File: config.mk
export PLATFORM = sky130hd
export DESIGN_NAME = clk_div_glitchless_flat
export DESIGN_NICKNAME = d
export VERILOG_FILES = /design/src/rtl/clk_div_glitchless_if.sv /design/src/rtl/clk_div_glitchless.sv /design/src/flat_wrapper.sv
export SDC_FILE = /design/constraint.sdc
export NUM_CORES = 1
export LEC_CHECK = 0
export BUFFER_PORTS_ARGS = -buffer_cell sky130_fd_sc_hd__buf_2
export CAP_MARGIN = 30
export CORE_MARGIN = 2
export CORE_UTILIZATION = 30
export CTS_BUF_LIST = sky130_fd_sc_hd__clkbuf_4
export DETAILED_ROUTE_END_ITERATION = 8
export PLACE_DENSITY = 0.46
export RECOVER_POWER = 50
export SLEW_MARGIN = 10
export SYNTH_ARGS = -nofsm -noshare
export SYNTH_HDL_FRONTEND = slang
export SYNTH_SLANG_ARGS = --single-unit
File: constraint.sdc
create_clock -name i_ref_clk -period 11.2 [get_ports i_ref_clk]
set_clock_uncertainty 0.15 [all_clocks]
set_input_delay 0 -clock i_ref_clk [delete_from_list [all_inputs] [get_ports i_ref_clk]]
set_output_delay 0 -clock i_ref_clk [all_outputs]
set_load 0.02 [all_outputs]
File: src/rtl/clk_div_glitchless_if.sv
// Control/status bundle for clk_div_glitchless.
// i_sync is present only when CLK_DIV_SYNC_IN_EN is defined.
interface clk_div_glitchless_if #(
    parameter int unsigned RATIO_W = 8
);
    logic               i_clk_en;
    logic [RATIO_W-1:0] i_div_ratio;
`ifdef CLK_DIV_SYNC_IN_EN
    logic               i_sync;
`endif
    logic               o_div_clk;
    logic               o_tick;
    logic [RATIO_W-1:0] o_ratio_act;

    modport master (
        output i_clk_en,
        output i_div_ratio,
`ifdef CLK_DIV_SYNC_IN_EN
        output i_sync,
`endif
        input  o_div_clk,
        input  o_tick,
        input  o_ratio_act
    );

    modport slave (
        input  i_clk_en,
        input  i_div_ratio,
`ifdef CLK_DIV_SYNC_IN_EN
        input  i_sync,
`endif
        output o_div_clk,
        output o_tick,
        output o_ratio_act
    );
endinterface

File: src/rtl/clk_div_glitchless.sv
// Glitch-free runtime-programmable integer clock divider with per-period tick.
// Optional macro CLK_DIV_SYNC_IN_EN adds i_sync to force a period boundary.
module clk_div_glitchless #(
    parameter int unsigned RATIO_W = 8
) (
    input  logic                 i_ref_clk,
    input  logic                 i_rst,
    clk_div_glitchless_if.slave  bus
);

    logic [RATIO_W-1:0] cnt_q, cnt_d;
    logic [RATIO_W-1:0] r_act_q, r_act_d;
    logic [RATIO_W-1:0] half_d;
    logic               en_act_q, en_act_d;
    logic               div_q, div_d;
    logic               tick_q, tick_d;
    logic               bypass;
    logic               boundary;
    logic               reload;

    assign bypass   = ~en_act_q | (r_act_q < RATIO_W'(2));
    assign boundary = (cnt_q == r_act_q - RATIO_W'(1));

    // Shadow registers only reload at a period start, which keeps the output glitch-free.
`ifdef CLK_DIV_SYNC_IN_EN
    assign reload = bypass | boundary | bus.i_sync;
`else
    assign reload = bypass | boundary;
`endif

    always_comb begin
        cnt_d    = cnt_q + RATIO_W'(1);
        r_act_d  = r_act_q;
        en_act_d = en_act_q;
        if (reload) begin
            cnt_d    = '0;
            r_act_d  = bus.i_div_ratio;
            en_act_d = bus.i_clk_en;
        end
        // High phase is ceil(R/2) cycles, judged against the ratio in force for cnt_d.
        half_d = r_act_d - (r_act_d >> 1);
        div_d  = (cnt_d < half_d);
        tick_d = (cnt_d == '0);
    end

    always_ff @(posedge i_ref_clk) begin
        if (i_rst) begin
            cnt_q    <= '0;
            r_act_q  <= '0;
            en_act_q <= 1'b0;
            div_q    <= 1'b0;
            tick_q   <= 1'b0;
        end else begin
            cnt_q    <= cnt_d;
            r_act_q  <= r_act_d;
            en_act_q <= en_act_d;
            div_q    <= div_d;
            tick_q   <= tick_d;
        end
    end

    // Sole combinational clock path: reference clock passes straight through in bypass.
    assign bus.o_div_clk   = i_rst ? 1'b0 : (bypass ? i_ref_clk : div_q);
    assign bus.o_tick      = tick_q;
    assign bus.o_ratio_act = r_act_q;

endmodule

File: src/flat_wrapper.sv
// flat-port wrapper written by rule: the top's interface ports become plain ports
module clk_div_glitchless_flat 
#(
    parameter int unsigned RATIO_W = 8
)
  (i_ref_clk, i_rst, bus_i_clk_en, bus_i_div_ratio, bus_o_div_clk, bus_o_tick, bus_o_ratio_act);
  clk_div_glitchless_if #(.RATIO_W(RATIO_W)) bus_i ();
  input  logic i_ref_clk;
  input  logic i_rst;
  input wire logic [$bits(bus_i.i_clk_en)-1:0] bus_i_clk_en;
  input wire logic [$bits(bus_i.i_div_ratio)-1:0] bus_i_div_ratio;
  output wire logic [$bits(bus_i.o_div_clk)-1:0] bus_o_div_clk;
  output wire logic [$bits(bus_i.o_tick)-1:0] bus_o_tick;
  output wire logic [$bits(bus_i.o_ratio_act)-1:0] bus_o_ratio_act;
  assign bus_i.i_clk_en = bus_i_clk_en;
  assign bus_i.i_div_ratio = bus_i_div_ratio;
  assign bus_o_div_clk = bus_i.o_div_clk;
  assign bus_o_tick = bus_i.o_tick;
  assign bus_o_ratio_act = bus_i.o_ratio_act;
  clk_div_glitchless #(.RATIO_W(RATIO_W)) u_core (.i_ref_clk(i_ref_clk), .i_rst(i_rst), .bus(bus_i));
endmodule
* Word-level counts from Yosys, hierarchy flattened
Cells that the tools add are included.
Word-level totals: register bits 19, input bits 11, output and inout port bits 10
Operators by class: add/subtract/negate cells 3, order comparisons 2, equality and inequality tests 1, mux-type cells 4, bitwise operators 3, reduce and logical (&&, ||, !) cells 1
Operators with widths (number):
- 2-to-1 mux 8 bit | 2
- adder 8 x 1 -> 8 bit, second input constant | 1
- equality test 8 bit | 1
- logical NOT 8 bit | 1
- less-than comparator 8 x 2 -> 1 bit, second input constant | 1
- less-than comparator 8 bit | 1
- subtractor 8 x 1 -> 8 bit, second input constant | 1
- subtractor 8 x 7 -> 8 bit | 1
- 2-to-1 mux 1 bit | 2
- OR 1 bit | 2
- NOT 1 bit | 1

* Longest topological paths before layout
Gate-level depths: netlist (run 1).
depth in word-level cells 6, gate-level depth with buffers 21

==> out/qor.txt, run 1 <==
===========================================================================
Arrival time at the worst endpoint                                  6220 ps
First-pass DRT Iterations                                                 4
Proportion of layout cells with a drive suffix above 1                11.5%
Synth top area share                                                  26.3%
Sort of element at the end of the critical path                  output pin
Detail-routed net length per standard cell                          14.1 um
Largest fanout on the critical path                                       2
Pin count of the biggest net entering global routing                     20
Synth Flop Type                                                sky130_fd_sc_hd__dfxtp_1
Die Y                                                               73.5 um
Count of mapped cells out of synthesis                                  170
Warning count from the yosys run                                          0
Setup_tns                                                              0 ps
Syn_area_per_cell                                                  8.52 um2
Total detailed-routing wirelength                                   3.70 mm
Remaining routing DRC violations                                          0
Total GRT Usage                                                       15.4%
Cell variety after synth                                                 39
Net count after synthesis                                               198
Crit path kind                                                 clock port to output pin
Count of endpoints failing setup in the final report                      0
Antenna cell count                                                        0
Number of buffer cells added on primary ports                            20
Total die area                                                     5400 um2
Post-place instance area                                           1580 um2
Critical Path Most Common Cell                                 sky130_fd_sc_hd__clkbuf_4
Leakage                                                         0.000820 uW
List of cells traversed by the critical path                   clkbuf_4 > clkbuf_4 > mux2i_1 > nor2_1 > buf_2
Peak per-stage delay on the critical path                            180 ps
Final #Nets                                                             237
Async set-or-reset flop fraction in the synthesized netlist              0%
Launch point of the worst path                                    i_ref_clk
Final Slew Violations                                                     0
Worst min-delay path category                                  primary input to flip-flop
Boundary Pins                                                            21
Synthesized flop and latch total                                         19
First-pass GRT wire length                                          6.18 mm
Pin slew with the least headroom to its limit                        727 ps
Half-perimeter wire length of the detailed placement result         2.80 mm
PD cells                                                         122 nW/um2
GR Overflow Total                                                         0
Crit path required time                                            11050 ps
Layout filler cell count                                                521
DRT antenna net count                                                     0
Core region area                                                   4690 um2
Clk Latency, worst-skew pair                                         430 ps
Top cells by area, synth                                       sky130_fd_sc_hd__dfxtp_1, sky130_fd_sc_hd__ha_1, sky130_fd_sc_hd__xnor2_1
Final count of hold timing violations                                     0
Share of synthesized area occupied by flip-flops and latches          26.3%
Dominant cell type by area after synthesis                     sky130_fd_sc_hd__dfxtp_1
TritonCTS clock tree                                                   done
Routed via count                                                       1309
Antenna violations before repair                                          0
Most frequently used cell type in the post-synthesis netlist   sky130_fd_sc_hd__nor2_1
Result of the run                                                 completed
Violation count after the first detailed-routing iteration              103
Worst setup SP type                                              clock port
Design area                                                        1780 um2
Unrepaired setup endpoints after global routing                       false
Global placement routability congestion                               0.805
Number of max-capacitance violations reported                             0
Netlist area before placement                                      1450 um2
Via count of the first global-routing pass                             1299
Place WS                                                            5140 ps
Hold_sp                                                        bus_i_div_ratio[1]
Crit path setup slack, layout                                       4830 ps
Leading post-synthesis cells by instance count                 sky130_fd_sc_hd__nor2_1, sky130_fd_sc_hd__dfxtp_1, sky130_fd_sc_hd__ha_1
Number of flops mapped to enable cells by yosys                           0
Post-CTS setup repair buffer count                                        0
Floorplan die width                                                 73.5 um
Post-detailed-route via-to-cell ratio                                  5.00
Worst reg2reg startpoint                                       u_core.bus.o_ratio_act[4]$_SDFF_PP0_
Area growth from synthesis to layout                                  23.0%
Highest-delay cell along the critical path                     sky130_fd_sc_hd__buf_2
Worst slew slack as a fraction of its limit                           51.5%
Reg clk slew, reported paths                                         100 ps
Largest vdd supply drop                                         0.0000402 V
FP Rows                                                                  25
Initial core utilization                                              30.9%
===========================================================================
## logic make-up after synthesis
kind of cell             count (synthesis)  share of synthesized area, %
AND/OR/NAND/NOR                         57                          18.9
AO/OA/AOI/OAI                           26                          12.7
XOR/XNOR                                22                          13.8
buffers and inverters                   20                          6.30
flip-flops                              19                          26.3
adder cells (fa/ha/maj)                 17                          15.2
multiplexers                             9                          6.82
## cell usage in the layout (no fill, tap or decap), drive strengths merged, types with 3 or more instances in the layout
cell and n:
or2 4, mux2i 8, inv 14, dfxtp 19, nor3 3, nor2 28
nand2 4, or3 3, a21o 5, o21ai 4, buf 10, ha 16
a21oi 5, xor2 6, xnor2 16, dlygate4sd3 17, nand3 7, clkbuf 16
## state kept, by name (all words and copies together) (netlist names)
register,count
u_core.cnt_q,8
u_core.div_q,1
u_core.en_act_q,1
u_core.bus.o_ratio_act,8
u_core.bus.o_tick,1
## layout make-up
type	instances	area (um2)	share of cell area [%]
Multi-Input combinational cell	131	973	54.6
Inverter	14	52.6	2.95
Timing Repair Buffer	36	253	14.2
Tap cell	54	67.6	3.79
Sequential cell	19	380	21.3
Clock buffer	7	50.0	2.81
Clock inverter	1	5.00	0.281
## worst max-delay path: cells and delay by family
kind                   cells  cell delay (ps)
muxes                      1              150
and+or+nand+nor            1               50
buffers and inverters      3              410
## what timing repair did
item                                   CTS  global route
hold buffers                            17             0
resized for setup                        0             0
endpoints found under the hold margin   11             0
## metal layers
metal / track usage [%] / vias to the layer above / wire length [um]
li1: - / 666 / -
met1: 20.6 / 614 / 1810
met2: 22.7 / 20 / 1710
met3: 2.88 / 9 / 89
met4: 9.09 / 0 / 84
met5: 0 / - / 0
## path summary, 6_finish.rpt
| check | to | slack, ps | depth (start not counted) |
|---|---|---|---|
| worst max-delay path | bus_o_div_clk | 4830 | 5 |
| worst min-delay path | u_core.bus.o_ratio_act[1]$_SDFF_PP0_ | 370 | 4 |
| worst max register to register | u_core.div_q$_SDFF_PP0_ | 5680 | 18 |
| worst min register to register | u_core.cnt_q[0]$_SDFF_PP0_ | 430 | 1 |
## power by group
part	switching, uW	internal (uW)
registers	5.24	71.5
logic	42.3	39.8
clock network	31.3	27.8
total	78.9	139
## metrics by stage
| stage | std cells | util (%) | power [uW] | hold WS (ps) |
|---|---|---|---|---|
| floorplan | 170 | - | 145 | -20.5 |
| global placement | 238 | 33.6 | 161 | 116 |
| detailed placement | 238 | 33.6 | 163 | 116 |
| CTS | 262 | 38.3 | 223 | 344 |
| global route | 262 | 38.0 | 236 | 363 |
| finish | 262 | 38.0 | 218 | 365 |
(Power assumes the default switching activity.)
==> inputs of run 2 (changes only) <==
--- a/config.mk
+++ b/config.mk
@@ -5,13 +5,14 @@
 export SDC_FILE = /design/constraint.sdc
 export NUM_CORES = 1
 export LEC_CHECK = 0
+export ABC_AREA = 1
 export BUFFER_PORTS_ARGS = -buffer_cell sky130_fd_sc_hd__buf_2
 export CAP_MARGIN = 30
 export CORE_MARGIN = 2
 export CORE_UTILIZATION = 30
 export CTS_BUF_LIST = sky130_fd_sc_hd__clkbuf_4
 export DETAILED_ROUTE_END_ITERATION = 8
-export PLACE_DENSITY = 0.46
+export PLACE_DENSITY = 0.48
 export RECOVER_POWER = 50
 export SLEW_MARGIN = 10
 export SYNTH_ARGS = -nofsm -noshare
==> constraint.sdc (replaced) <==
create_clock -name i_ref_clk -period 5.8 [get_ports i_ref_clk]
set_clock_uncertainty 0.15 [all_clocks]
set_input_delay 0 -clock i_ref_clk [delete_from_list [all_inputs] [get_ports i_ref_clk]]
set_output_delay 0 -clock i_ref_clk [all_outputs]
set_load 0.02 [all_outputs]
==> run 2 against run 1 <==
Final area grew 11%. Synthesized area grew 11%. Cell count grew 33%. Die area grew 10%. Register-to-register slack lost 4300 ps. Core utilization grew 0.39 points. Non-clock buffer count grew 1. Critical path depth grew 21. Synthesized cell count grew 39%. Worst hold slack gained 7.1 ps. Clock power grew 87%. Global-route usage shrank 1.2 points.
==> out/qor.txt, run 2 <==
===========================================================================
Destination of the worst register-to-register timing path      u_core.div_q$_SDFF_PP0_
Most congested layer reported by global routing                        met2
Warning count from the yosys run                                          0
Number of cells upsized or downsized after cts                            0
Crit path required time                                             6000 ps
Number of buffer cells added on primary ports                            20
Dominant cell type by area after synthesis                     sky130_fd_sc_hd__dfxtp_1
Via count of the first global-routing pass                             1502
Worst reg-to-reg setup slack                                        1340 ps
Die Y                                                               77.2 um
Number of max-capacitance violations reported                             0
Count of mapped cells out of synthesis                                  236
Number of flops mapped to enable cells by yosys                           0
Most frequently used cell type in the post-synthesis netlist   sky130_fd_sc_hd__nand2_1
Final #Nets                                                             307
Total GRT Usage                                                       14.2%
Critical Path Most Common Cell                                 sky130_fd_sc_hd__nand2_1
Largest fanout on the critical path                                      19
Async set-or-reset flop fraction in the synthesized netlist              0%
Post-CTS setup repair buffer count                                        0
Highest clock frequency the design can meet                         224 MHz
Design area                                                        1970 um2
Final Critical Period                                               4460 ps
Final Slew Violations                                                     0
Layout filler cell count                                                608
Highest-delay cell along the critical path                     sky130_fd_sc_hd__nand2_1
Leakage                                                          0.00102 uW
Cell count of the worst reg-to-reg path                                  26
Clk Latency, worst-skew pair                                         410 ps
First-pass DRT Iterations                                                 4
Half-perimeter wire length of the detailed placement result         3.14 mm
Share of synthesized area occupied by flip-flops and latches          23.6%
Count of endpoints failing setup in the final report                      0
Worst slew slack as a fraction of its limit                           40.0%
Peak per-stage delay on the critical path                            660 ps
Reg area                                                            380 um2
Syn_area_per_cell                                                  6.82 um2
Global routing usage on met3                                          2.59%
Largest vdd supply drop                                         0.0000790 V
Final count of hold timing violations                                     0
Antenna cell count                                                        0
Worst Path Buf+Inv                                                        4
Unrepaired setup endpoints after global routing                       false
Cell variety after synth                                                 28
Worst-case hold path end point                                 u_core.bus.o_ratio_act[1]$_SDFF_PP0_
FP Rows                                                                  26
Netlist area before placement                                      1610 um2
Boundary Pins                                                            21
Net count after synthesis                                               264
Worst min-delay path category                                  primary input to flip-flop
Synth Flop Type                                                sky130_fd_sc_hd__dfxtp_1
Pin count of the biggest net entering global routing                     20
Crit path kind                                                 flip-flop to flip-flop
Hold_sp                                                        bus_i_div_ratio[1]
CTS hold repair buffers                                                  18
Detail-routed net length per standard cell                          11.2 um
Synthesized flop and latch total                                         19
Global routing usage on met1                                          17.4%
First-pass GRT wire length                                          6.62 mm
Worst setup SP type                                               flip-flop
GR Overflow Total                                                         0
Top cells by area, synth                                       sky130_fd_sc_hd__dfxtp_1, sky130_fd_sc_hd__ha_1, sky130_fd_sc_hd__nand2_1
Area used by multi-input combinational logic                       1020 um2
Most common cell after layout, fill and taps aside             sky130_fd_sc_hd__nand2_1
Arrival time at the worst endpoint                                  4670 ps
Post-detailed-route via-to-cell ratio                                  4.43
Remaining routing DRC violations                                          0
Area growth from synthesis to layout                                  22.6%
Setup_tns                                                              0 ps
Sort of element at the end of the critical path                   flip-flop
Antenna violations before repair                                          0
Total die area                                                     5970 um2
Synth top area share                                                  23.6%
Most frequent cells in the layout                              sky130_fd_sc_hd__nand2_1, sky130_fd_sc_hd__inv_1, sky130_fd_sc_hd__nor2_1
Worst reg2reg startpoint                                       u_core.bus.o_ratio_act[0]$_SDFF_PP0_
Violation count after the first detailed-routing iteration               66
Number of cells on the critical path                                     26
Initial core utilization                                              31.3%
Leading post-synthesis cells by instance count                 sky130_fd_sc_hd__nand2_1, sky130_fd_sc_hd__inv_1, sky130_fd_sc_hd__nor2_1
DRT antenna net count                                                     0
Reg clk slew, reported paths                                         110 ps
TritonCTS clock tree                                                   done
Global placement routability congestion                               0.800
Core region area                                                   5140 um2
Total detailed-routing wirelength                                   3.90 mm
Hold path cells                                                           6
Proportion of layout cells with a drive suffix above 1                16.2%
Top cell family by delay on the critical path                  simple AND/OR/NAND/NOR gates
Floorplan die width                                                 77.2 um
Routed via count                                                       1542
Tcrit/Tclk final                                                      77.0%
Pin slew with the least headroom to its limit                        898 ps
Post-place instance area                                           1770 um2
Result of the run                                                 completed
Met2 global-route usage                                               23.0%
PD cells                                                         224 nW/um2
===========================================================================
run 2: changes by cell type after synthesis, moves of 7 or more:
cell | before | now
sky130_fd_sc_hd__inv_1 | 14 | 36
sky130_fd_sc_hd__xnor2_1 | 15 | 7
sky130_fd_sc_hd__mux2i_1 | 7 | 0
sky130_fd_sc_hd__nand2_1 | 4 | 44
sky130_fd_sc_hd__nand2_2 | 0 | 7
sky130_fd_sc_hd__nand3_1 | 7 | 17
run 2: worst max path at each step:
stage	start	end	slack [ps]
after floorplan	u_core.bus.o_ratio_act[0]$_SDFF_PP0_	u_core.div_q$_SDFF_PP0_	1970
after global placement	u_core.bus.o_ratio_act[1]$_SDFF_PP0_	u_core.div_q$_SDFF_PP0_	1880
after detailed placement	u_core.bus.o_ratio_act[0]$_SDFF_PP0_	u_core.div_q$_SDFF_PP0_	1880
after CTS	u_core.bus.o_ratio_act[0]$_SDFF_PP0_	u_core.div_q$_SDFF_PP0_	1850
after global routing	u_core.bus.o_ratio_act[0]$_SDFF_PP0_	u_core.div_q$_SDFF_PP0_	810
final	u_core.bus.o_ratio_act[0]$_SDFF_PP0_	u_core.div_q$_SDFF_PP0_	1340
run 2: power by group:
part	switching (uW)	internal [uW]	total, uW
clock network	53.8	57.5	111
registers	8.00	138	146
logic	108	76.1	185
total	170	271	441
run 2: kinds of logic after synthesis:
group / share of synthesized area (%)
buf+inv: 12.1
xor+xnor: 8.17
flops: 23.6
fa+ha+maj: 13.7
compound gates: 10.7
simple gates: 31.8
run 2: area by class of cell:
cell class / count / share of cell area (%)
sequential: 19 / 19.3
multi-input combinational: 171 / 51.5
inverter: 43 / 8.44
timing repair buffer: 37 / 13.4
tap: 70 / 4.44
clock buffer: 8 / 2.92
run 2: worst min-delay path, cell delays in order:
cell,delay (ps)
sky130_fd_sc_hd__dlygate4sd3_1,520
sky130_fd_sc_hd__buf_2,100
sky130_fd_sc_hd__nand2_1,60
sky130_fd_sc_hd__o21ai_2,110
sky130_fd_sc_hd__inv_2,40
sky130_fd_sc_hd__nor2_1,70
run 2: routing by layer:
layer	routed length, um	vias up
met5	0	-
met4	95	0
met3	133	7
met2	1770	34
met1	1900	676
li1	-	825
run 2: metrics by stage:
stage                     hold WS [ps]  instances  worst slack, ps  total power, uW  utilization, %
after global routing               389        348              813              486            38.4
after detailed placement          73.9        323             1880              335            34.4
after global placement            78.1        323             1880              336            34.4
final                              373        348             1340              441            38.4
after CTS                          372        348             1850              450            38.9
after floorplan                  -29.3        236             1970              297               -
